==> src/rtl/regfile_wb_arbiter.sv <==
// Arbitrates the register-file write port between pipeline write-back and a long-latency unit.
// Pipeline has priority; a starvation FSM forces a one-cycle stall so the long-latency result retires.
module regfile_wb_arbiter #(
    parameter int DATA_W   = 32,
    parameter int ADDR_W   = 5,
    parameter int MAX_WAIT = 4
) (
    input  logic              clock,
    input  logic              reset,
    input  logic              ip_wb_RegWrite,
    input  logic [ADDR_W-1:0] ip_wb_reg_addr,
    input  logic [DATA_W-1:0] ip_wb_data,
    input  logic              ip_lu_valid,
    input  logic [ADDR_W-1:0] ip_lu_reg_addr,
    input  logic [DATA_W-1:0] ip_lu_data,
    output logic              op_lu_ready,
    output logic              op_RegWrite,
    output logic [ADDR_W-1:0] op_write_reg_addr,
    output logic [DATA_W-1:0] op_write_data,
    output logic              op_stall,
    output logic              op_conflict_err
);

    typedef enum logic [1:0] {IDLE, WAIT, STALL, GRANT} state_t;

    localparam logic [3:0] MAX_WAIT_C = 4'(MAX_WAIT);

    state_t     state;
    logic [3:0] wait_cnt;
    logic       pipe_live;
    logic       pipe_win;
    logic       lu_accept;
    logic       lu_blocked;

    always_comb begin
        pipe_live   = ip_wb_RegWrite && (ip_wb_reg_addr != '0);
        op_lu_ready = 1'b0;
        if (!reset)
            op_lu_ready = (state == GRANT) ? 1'b1 : !pipe_live;
        lu_accept  = ip_lu_valid && op_lu_ready;
        lu_blocked = ip_lu_valid && !op_lu_ready;
        pipe_win   = pipe_live && (state != GRANT);
    end

    always_ff @(posedge clock or posedge reset) begin
        if (reset) begin
            state             <= IDLE;
            wait_cnt          <= '0;
            op_RegWrite       <= 1'b0;
            op_write_reg_addr <= '0;
            op_write_data     <= '0;
            op_stall          <= 1'b0;
            op_conflict_err   <= 1'b0;
        end else begin
            op_RegWrite <= 1'b0;
            op_stall    <= 1'b0;

            // An accepted lu write to r0 is consumed silently; addr/data keep their last values.
            if (pipe_win) begin
                op_RegWrite       <= 1'b1;
                op_write_reg_addr <= ip_wb_reg_addr;
                op_write_data     <= ip_wb_data;
            end else if (lu_accept && (ip_lu_reg_addr != '0)) begin
                op_RegWrite       <= 1'b1;
                op_write_reg_addr <= ip_lu_reg_addr;
                op_write_data     <= ip_lu_data;
            end

            if ((state == GRANT) && pipe_live)
                op_conflict_err <= 1'b1;

            case (state)
                IDLE: begin
                    if (lu_blocked) begin
                        state    <= WAIT;
                        wait_cnt <= 4'd1;
                    end
                end
                WAIT: begin
                    if (!ip_lu_valid || lu_accept) begin
                        state    <= IDLE;
                        wait_cnt <= '0;
                    end else if (wait_cnt == MAX_WAIT_C) begin
                        state    <= STALL;
                        op_stall <= 1'b1;
                    end else if (wait_cnt != 4'hF) begin
                        wait_cnt <= wait_cnt + 4'd1;
                    end
                end
                STALL: begin
                    state    <= lu_accept ? IDLE : GRANT;
                    wait_cnt <= lu_accept ? '0 : wait_cnt;
                end
                GRANT: begin
                    state    <= IDLE;
                    wait_cnt <= '0;
                end
                default: begin
                    state    <= IDLE;
                    wait_cnt <= '0;
                end
            endcase
        end
    end

endmodule
==> config.mk <==
export PLATFORM = sky130hd
export DESIGN_NAME = regfile_wb_arbiter
export DESIGN_NICKNAME = d
export VERILOG_FILES = /design/src/rtl/regfile_wb_arbiter.sv
export SDC_FILE = /design/constraint.sdc
export NUM_CORES = 1
export LEC_CHECK = 0
export ABC_CLOCK_PERIOD_IN_PS = 2560
export CORE_MARGIN = 2
export CORE_UTILIZATION = 40
export DETAILED_ROUTE_END_ITERATION = 8
export PLACE_DENSITY = 0.81
export SYNTH_ARGS = -nofsm -noshare
export SYNTH_HDL_FRONTEND = slang
export SYNTH_SLANG_ARGS = --single-unit
==> constraint.sdc <==
create_clock -name clock -period 2.56 [get_ports clock]
set_input_delay 0.512 -clock clock [delete_from_list [all_inputs] [get_ports clock]]
set_output_delay 0.512 -clock clock [all_outputs]
set_load 0.02 [all_outputs]
== After elaboration in Yosys (flattened, before gate mapping) ==
Cells that the tools add are included.

* $add $sub $neg: 1
* Multiply operators: 0
* Div/mod/pow operators: 0
* Order comparisons: 0
* Equality and inequality tests: 11
* Shift operators: 0
* Multiplexer cells: 22
* Bitwise gates (word level): 0
* Reductions and logical operators: 16

{| class="wikitable"
|+ Operators with widths
! operator !! count
|-
| two-way mux 32 bit || 2
|-
| two-way mux 4 bit || 5
|-
| case mux 4 bit (4 select lines) || 1
|-
| two-way mux 5 bit || 2
|-
| nonzero test 5 bit || 2
|-
| != test 3 bit, second input constant || 3
|-
| two-way mux 2 bit || 4
|-
| case mux 2 bit (4 select lines) || 1
|-
| two-way mux 1 bit || 7
|-
| logical AND 1 bit || 6
|-
| != test 2 bit, second input constant || 3
|-
| adder 4 x 1 -> 4 bit, second input constant || 1
|-
| equality test 2 bit, second input constant || 2
|-
| equality test 4 x 3 -> 1 bit, second input constant || 1
|-
| != test 4 bit, second input constant || 1
|-
| AND reduction 4 bit || 1
|-
| logical NOT 1 bit || 3
|-
| equality test 2 x 1 -> 1 bit, second input constant || 1
|-
| logical NOT 2 bit || 1
|-
| AND reduction 2 bit || 1
|-
| nonzero test 2 bit || 1
|-
| logical OR 1 bit || 1
|}

* Flip-flop bits (word level): 46
* Latch bits: 0
* Bits in writable memories: 0
* ROM bits: 0
* Bits of input ports: 78
* Output and inout bits: 41
* Logic and storage cells: 57
* Memories kept: 0

== Depth between registers and ports, before layout ==
Gate-level depths: netlist (run 1).

* Depth after elaboration: 9
* Gate-level depth with buffers: 6
* Gate-level depth less buffers: 6

== Worst setup path before layout (run 1) ==
No wires, ideal clock.

* Kind: input port to output port
* Start: in reset
* End: out op_lu_ready
* Data arrival time: 1850 ps
* Data required time: 2048 ps
* Path slack: 198 ps
* Stages on the path: 2
* Path buffers: 0
* Cell sequence: inv_1 > and2_1

* Longest elaborated chain between the ends: 1

{| class="wikitable"
|+ RTL lines
! element !! line !! source
|-
| start, declared || 9 || <nowiki>input logic reset,</nowiki>
|-
| two-way mux 1 bit || 38 || <nowiki>if (!reset)</nowiki>
|-
| end, declared || 16 || <nowiki>output logic op_lu_ready,</nowiki>
|}

No other way between the ends.

== Final worst setup path (run 1) ==
* Start: in ip_wb_reg_addr[3]
* End: out op_lu_ready

* Longest elaborated chain between the ends: 5

{| class="wikitable"
|+ RTL lines
! element !! line !! source
|-
| start, declared || 11 || <nowiki>input logic [ADDR_W-1:0] ip_wb_reg_addr,</nowiki>
|-
| nonzero test 5 bit || 36 || <nowiki>pipe_live = ip_wb_RegWrite && (ip_wb_reg_addr != '0);</nowiki>
|-
| logical AND 1 bit || 36 ||
|-
| logical NOT 1 bit || 39 || <nowiki>op_lu_ready = (state == GRANT) ? 1'b1 : !pipe_live;</nowiki>
|-
| two-way mux 1 bit || 39 ||
|-
| two-way mux 1 bit || 38 ||
|}

No other way between the ends.

==> flow_summary.rst, run 1 <==
.. list-table::
   :header-rows: 1

   * - Metric
     - Value
   * - Result of the run
     - finished clean
   * - Iter 0 DRT Violations
     - 163
   * - Clk buf depth
     - 2
   * - Hold_ws
     - 0.487 ns
   * - Leak pwr
     - 1.64 nW
   * - CTS sink cnt
     - 46
   * - Buffers added on ports
     - 118
   * - Total routing resource utilization after global routing
     - 19.9%
   * - Post-DR wirelength/cell
     - 14.5 um
   * - Largest net degree at the start of global routing
     - 76
   * - Fraction of post-synthesis cell area in the top cell type by area
     - 50.1%
   * - Worst setup EP type
     - primary output
   * - Worst Path Max Fanout
     - 2
   * - Setup Crit Path Kind
     - in -> out
   * - Placeable core area
     - 5540 um2
   * - Maximum clock rate
     - 417 MHz
   * - Width of the chip
     - 79.8 um
   * - Die ar.
     - 6360 um2
   * - Min-Delay Path Class
     - reg -> reg
   * - Worst skew pair latency
     - 0.29 ns
   * - Via count of the first global-routing pass
     - 2,144
   * - Total global routing overflow
     - 0
   * - Area after DPL
     - 3620 um2
   * - Fin cells
     - 430
   * - Total power of the final layout
     - 1.91 mW
   * - Vias per inst
     - 5.10
   * - Final Max Tran Viols
     - 0
   * - CP startpoint
     - ip_wb_reg_addr[3]
   * - Cell area after layout
     - 3710 um2
   * - Worst path required time
     - 2.05 ns
   * - Count of max-cap constraint violations
     - 0
   * - Remaining antenna violation count after routing
     - 0
   * - Worst R2R Start
     - state[1]
   * - Synth-to-layout area growth
     - 61.4%
   * - Pwr dens
     - 515 nW/um2
   * - Global-route wire length before repair
     - 9.98 mm
   * - CTS H-tree lvls
     - 2
   * - Critical hold path startpoint
     - op_conflict_err
   * - Synth Instances
     - 231
   * - Hold violation total from the final report
     - 0
   * - Actual slew at the worst max-slew pin
     - 0.697 ns
   * - Setup slack, reg-to-reg
     - 0.84 ns
   * - Final period util
     - 93.6%
   * - Syn Nets
     - 311
   * - Part of the power in the clock network
     - 23.5%
   * - Seq pwr share
     - 44.5%
   * - Cell types occupying the most area after synthesis
     - dfrtp_1 50%, mux2i_1 15%, a21oi_1 8.1%, nor2_1 6.4%, nand2_1 2.1%
   * - Combinational fraction of design power
     - 32.0%
   * - Clk pin slew, worst setup/hold paths
     - 0.08 ns
   * - Final net count
     - 437
   * - Antenna cells
     - 0
   * - Cells after DPL
     - 422
   * - Effective utilization at floorplan
     - 41.4%
   * - Total CTS buffers
     - 5
   * - HPWL reported at the end of detailed placement
     - 4.72 mm
   * - Top-level I/O count
     - 119
   * - Total Wirelength
     - 6.22 mm
   * - Clock skew
     - 0.00492 ns
   * - Post-layout minimum cycle time
     - 2.40 ns
   * - Clock tree from TritonCTS
     - yes
   * - Internal
     - 1.35 mW
   * - Switching power share of the total
     - 29.3%
   * - Yosys warns
     - 0
   * - Share of the core filled with cells
     - 66.9%
   * - Post-Synthesis Cell Area
     - 2300 um2
   * - Mean instance size in the synthesized netlist
     - 9.94 um2
   * - Arr. time, crit path
     - 1.88 ns
   * - Fraction of final layout cells sized beyond drive strength 1
     - 7.54%
   * - Cell chosen for the clock root
     - clkbuf_8
   * - Router iterations before antenna repair
     - 4
   * - Cell type with the largest total area after synthesis
     - dfrtp_1
   * - Number of antenna violations at the first check in global routing
     - 0
   * - Count of vias placed by the detailed router
     - 2,193
   * - Die height
     - 79.8 um
   * - Number of distinct library cells after synthesis
     - 38
   * - Max VDD drop
     - 270 uV
   * - Headroom to the max-slew limit
     - 53.5%
   * - Number of setup violations in the final report
     - 0
   * - Remaining design rule violation count
     - 0
   * - Flop and latch count out of synthesis
     - 46
   * - Setup bufs post-CTS
     - 0
   * - Setup crit start kind
     - input port
   * - Unrepaired setup endpoints after global routing
     - no
   * - Row cnt
     - 27
   * - Routability-driven placement congestion ratio
     - 0.846
   * - Switching pwr
     - 560 uW
   * - Part of the Yosys area used for sequential elements
     - 50.1%
-- cell usage in the layout (no fill, tap or decap), types with 2 or more instances in the layout --
master / netlist / final
clkdlybuf4s50_1: 0 / 117
dfrtp_1: 46 / 46
nor2_1: 39 / 39
a21oi_1: 37 / 37
mux2i_1: 34 / 34
nand2_1: 13 / 13
buf_4: 1 / 12
nand3_1: 7 / 7
a31oi_1: 6 / 6
clkbuf_8: 0 / 6
inv_1: 6 / 5
nor3_1: 2 / 2
o21ai_0: 2 / 2
or4_1: 2 / 2
nand4_1: 2 / 2
o221ai_1: 2 / 2
ha_1: 2 / 2
buf_12: 1 / 2
-- final cells by class --
type,instances,area [um2]
inverters,6,22.5
well taps,72,90.1
clock buffers,7,86.3
multi-input cells,166,1040
repair buffers,132,1310
fillers,466,1830
clock inverters,1,5.00
flip-flops and latches,46,1150
-- sequential cells by signal (all words and copies together), names as in the netlist --
name               count
op_write_data         32
state                  2
wait_cnt               4
op_RegWrite            1
op_write_reg_addr      5
op_conflict_err        1
op_stall               1
-- worst max-delay path: stages --
cell and delay [ns]:
clkdlybuf4s50_1 0.41, or3_1 0.45, o211ai_4 0.18, and2_1 0.15, clkbuf_2 0.18
-- power by group through the flow --
stage,Clock (mW),Combinational [mW],Sequential (mW)
2_1_floorplan,0,0.207,0.945
3_3_place_gp,0,0.601,0.859
3_5_place_dp,0,0.613,0.864
4_1_cts,0.464,0.616,0.850
5_1_grt,0.499,0.663,0.860
6_report,0.448,0.612,0.850
-- path summary, 6_finish.rpt --
check / cells past startpoint / to
setup / recovery: 5 / op_lu_ready
hold / removal: 1 / op_conflict_err
setup reg to reg: 5 / op_write_reg_addr[1]
hold reg to reg: 1 / op_conflict_err
max in group asynchronous: 3 / op_write_reg_addr[3]
min in group asynchronous: 3 / wait_cnt[2]
-- routing by layer --
metal | wire, um | track usage [%]
met5 | 0 | 0
met4 | 49 | 5.08
met3 | 452 | 4.07
met2 | 3070 | 35.0
met1 | 2650 | 24.9
-- through the flow --
step	setup WS, ns	setup TNS [ns]
5_1_grt	0.0972	0
3_3_place_gp	-0.271	-0.271
6_report	0.164	0
3_5_place_dp	-0.293	-0.293
4_1_cts	0.00537	0
2_1_floorplan	0.198	0
-- synthesized netlist by cell type --
cell       instances
o311ai_0           1
and2b_1            1
dfrtp_1           46
a211o_1            1
buf_2              5
nand4_1            2
nand2b_1           1
o2111ai_1          1
o21ai_0            2
a21o_1             1
nor4bb_1           1
a31oi_1            6
buf_8              1
nand2_1           13
o211ai_2           1
buf_4              1
mux2_2             1
o221ai_1           2
inv_1              6
o211ai_1           1
clkbuf_1           4
ha_1               2
and2_1             1
nor2_1            39
mux2i_1           34
or2_2              1
o22ai_1            1
a21oi_1           37
nor3_1             2
a2111oi_1          1
or3_1              1
buf_12             1
buf_6              1
o21ai_2            1
or4_1              2
o21ai_1            1
nand3_1            7
o21bai_1           1
-- cell families (layout without fill, tap and decap cells) --
kind of cell | after synthesis | in the layout | share of synthesized area, %
AOI/OAI and AO/OA | 58 | 58 | 14.9
and+or+nand+nor | 71 | 71 | 13.5
muxes | 35 | 35 | 15.3
buffers and inverters | 19 | 146 | 5.07
adders and majority gates | 2 | 2 | 1.09
DFF | 46 | 46 | 50.1
-- what timing repair did --
action | in CTS | in global routing
endpoints found under the setup margin | 1 | 1
hold buffers | 0 | 0
resized for setup | 2 | 1
gates cloned | 0 | 0
(Power assumes the default switching activity.)
==> inputs of run 2 (changes only) <==
Settings changed: ABC_CLOCK_PERIOD_IN_PS 2560 to 2500.
Clock period 2.56 ns to 2.5 ns, I/O delays scaled along.
==> flow_summary.rst, run 2 (synthesis gave the netlist of run 1 again) <==
.. list-table::
   :header-rows: 1

   * - Metric
     - Value
   * - Clk buf depth
     - 2
   * - Filler Cells Inserted
     - 445
   * - Post-layout minimum cycle time
     - 2.34 ns
   * - Number of buffers and inverters on the critical path
     - 2
   * - Total global routing overflow
     - 0
   * - Routability-driven placement congestion ratio
     - 0.855
   * - Max VDD drop
     - 306 uV
   * - Headroom to the max-slew limit
     - 53.1%
   * - Final Max Tran Viols
     - 0
   * - Remaining design rule violation count
     - 0
   * - Setup crit start kind
     - input port
   * - Largest register FFs
     - 32
   * - Total Wirelength
     - 6.18 mm
   * - Internal
     - 1.59 mW
   * - Worst path required time
     - 2.00 ns
   * - Hold violation total from the final report
     - 0
   * - Worst skew pair latency
     - 0.29 ns
   * - Row cnt
     - 27
   * - Part of the power in the clock network
     - 30.8%
   * - Number of antenna violations at the first check in global routing
     - 0
   * - Register name with the most flops
     - op_write_data
   * - Die height
     - 79.8 um
   * - Effective utilization at floorplan
     - 41.4%
   * - Combinational fraction of design power
     - 28.9%
   * - Remaining antenna violation count after routing
     - 0
   * - Total CTS buffers
     - 5
   * - Iter 0 DRT Violations
     - 93
   * - Global-route wire length before repair
     - 9.74 mm
   * - Clock skew
     - 0.00651 ns
   * - Switching pwr
     - 575 uW
   * - Category of cells accounting for the largest share of critical-path delay
     - buffers and inverters
   * - Number of setup violations in the final report
     - 0
   * - Most common cell after layout, fill and taps aside
     - clkdlybuf4s50_1
   * - Maximum clock rate
     - 428 MHz
   * - Critical-path cell list
     - clkdlybuf4s50_1 -> or3_4 -> o211ai_4 -> and2_1 -> buf_2
   * - Worst Path Max Fanout
     - 2
   * - Post-DR wirelength/cell
     - 14.3 um
   * - Pwr dens
     - 573 nW/um2
   * - Hold buffer count at cts
     - 0
   * - Arr. time, crit path
     - 1.84 ns
   * - Min-Delay Path Class
     - reg -> reg
   * - Total power of the final layout
     - 2.16 mW
   * - Post-route setup TNS
     - 0 ns
   * - Count of max-cap constraint violations
     - 0
   * - Setup Crit Path Kind
     - in -> out
   * - CTS H-tree lvls
     - 2
   * - CTS sink cnt
     - 46
   * - Antenna cells
     - 0
   * - Actual slew at the worst max-slew pin
     - 0.703 ns
   * - Vias per inst
     - 5.11
   * - Slowest Stage Delay on Critical Path
     - 0.43 ns
   * - Seq pwr share
     - 40.3%
   * - Clock tree from TritonCTS
     - yes
   * - Placeable core area
     - 5540 um2
   * - Synth-to-layout area growth
     - 64.2%
   * - Largest net degree at the start of global routing
     - 76
   * - Die ar.
     - 6360 um2
   * - Cell chosen for the clock root
     - clkbuf_8
   * - Highest-count cells in the layout ignoring fill and taps
     - 117 x clkdlybuf4s50_1, 46 x dfrtp_1, 39 x nor2_1
   * - Leak pwr
     - 1.67 nW
   * - Buffers added on ports
     - 118
   * - Top-level I/O count
     - 119
   * - Largest registers
     - op_write_data (32), op_write_reg_addr (5), wait_cnt (4)
   * - Count of vias placed by the detailed router
     - 2,201
   * - Final net count
     - 438
   * - Setup bufs post-CTS
     - 0
   * - Fraction of final layout cells sized beyond drive strength 1
     - 8.36%
   * - Slowest cell on the critical path
     - or3_4
   * - Via count of the first global-routing pass
     - 2,067
   * - Result of the run
     - finished clean
   * - Router iterations before antenna repair
     - 4
   * - Switching power share of the total
     - 26.6%
   * - Total routing resource utilization after global routing
     - 19.4%
   * - HPWL reported at the end of detailed placement
     - 4.68 mm
   * - Unrepaired setup endpoints after global routing
     - no
   * - Worst setup EP type
     - primary output
   * - Width of the chip
     - 79.8 um
   * - Final period util
     - 93.5%
   * - Post-cts gate resize count
     - 3
   * - Clk pin slew, worst setup/hold paths
     - 0.08 ns
run 2: final timing paths:
path	from	end	slack (ns)	cells after the start
hold / removal	op_conflict_err	op_conflict_err	0.48	1
setup / recovery	ip_wb_reg_addr[3]	op_lu_ready	0.16	5
setup reg to reg	state[1]	op_write_data[28]	0.80	4
min in group asynchronous	reset	wait_cnt[2]	0.75	3
max in group asynchronous	reset	op_write_data[0]	1.36	3
hold reg to reg	op_conflict_err	op_conflict_err	0.48	1
run 2: final cells by class:
type	instances	area (um2)	area share, %
tap	72	90.1	2.39
timing repair buffer	133	1310	34.8
multi-input combinational	166	1050	27.8
inverter	6	22.5	0.597
sequential	46	1150	30.5
clock buffer	6	82.6	2.19
clock inverter	2	60.1	1.59
run 2: power groups by stage:
stage / combinational (mW) / clock (mW) / sequential [mW]
after global routing: 0.679 / 0.716 / 0.883
after floorplan: 0.212 / 0 / 0.968
final: 0.625 / 0.666 / 0.871
after global placement: 0.617 / 0 / 0.880
after CTS: 0.631 / 0.685 / 0.871
after detailed placement: 0.628 / 0 / 0.887
run 2: per-stage QoR:
stage	setup slack, ns	hold slack (ns)	std cells	util, %	instance area, um2
6_report	0.163	0.481	431	68.0	3770
5_1_grt	0.0999	0.531	431	68.0	3770
4_1_cts	0.00958	0.489	431	68.1	3770
3_5_place_dp	-0.333	0.469	423	65.5	3630
2_1_floorplan	0.162	0.547	231	-	2300
3_3_place_gp	-0.305	0.467	423	65.5	3630
run 2: per-layer routing:
| layer | wire [um] | share of wire (%) | GRT usage [%] |
|---|---|---|---|
| met1 | 2620 | 42 | 25.3 |
| met2 | 3080 | 50 | 33.1 |
| met3 | 419 | 6.8 | 3.85 |
| met4 | 63 | 1.0 | 5.08 |
| met5 | 0 | 0 | 0 |
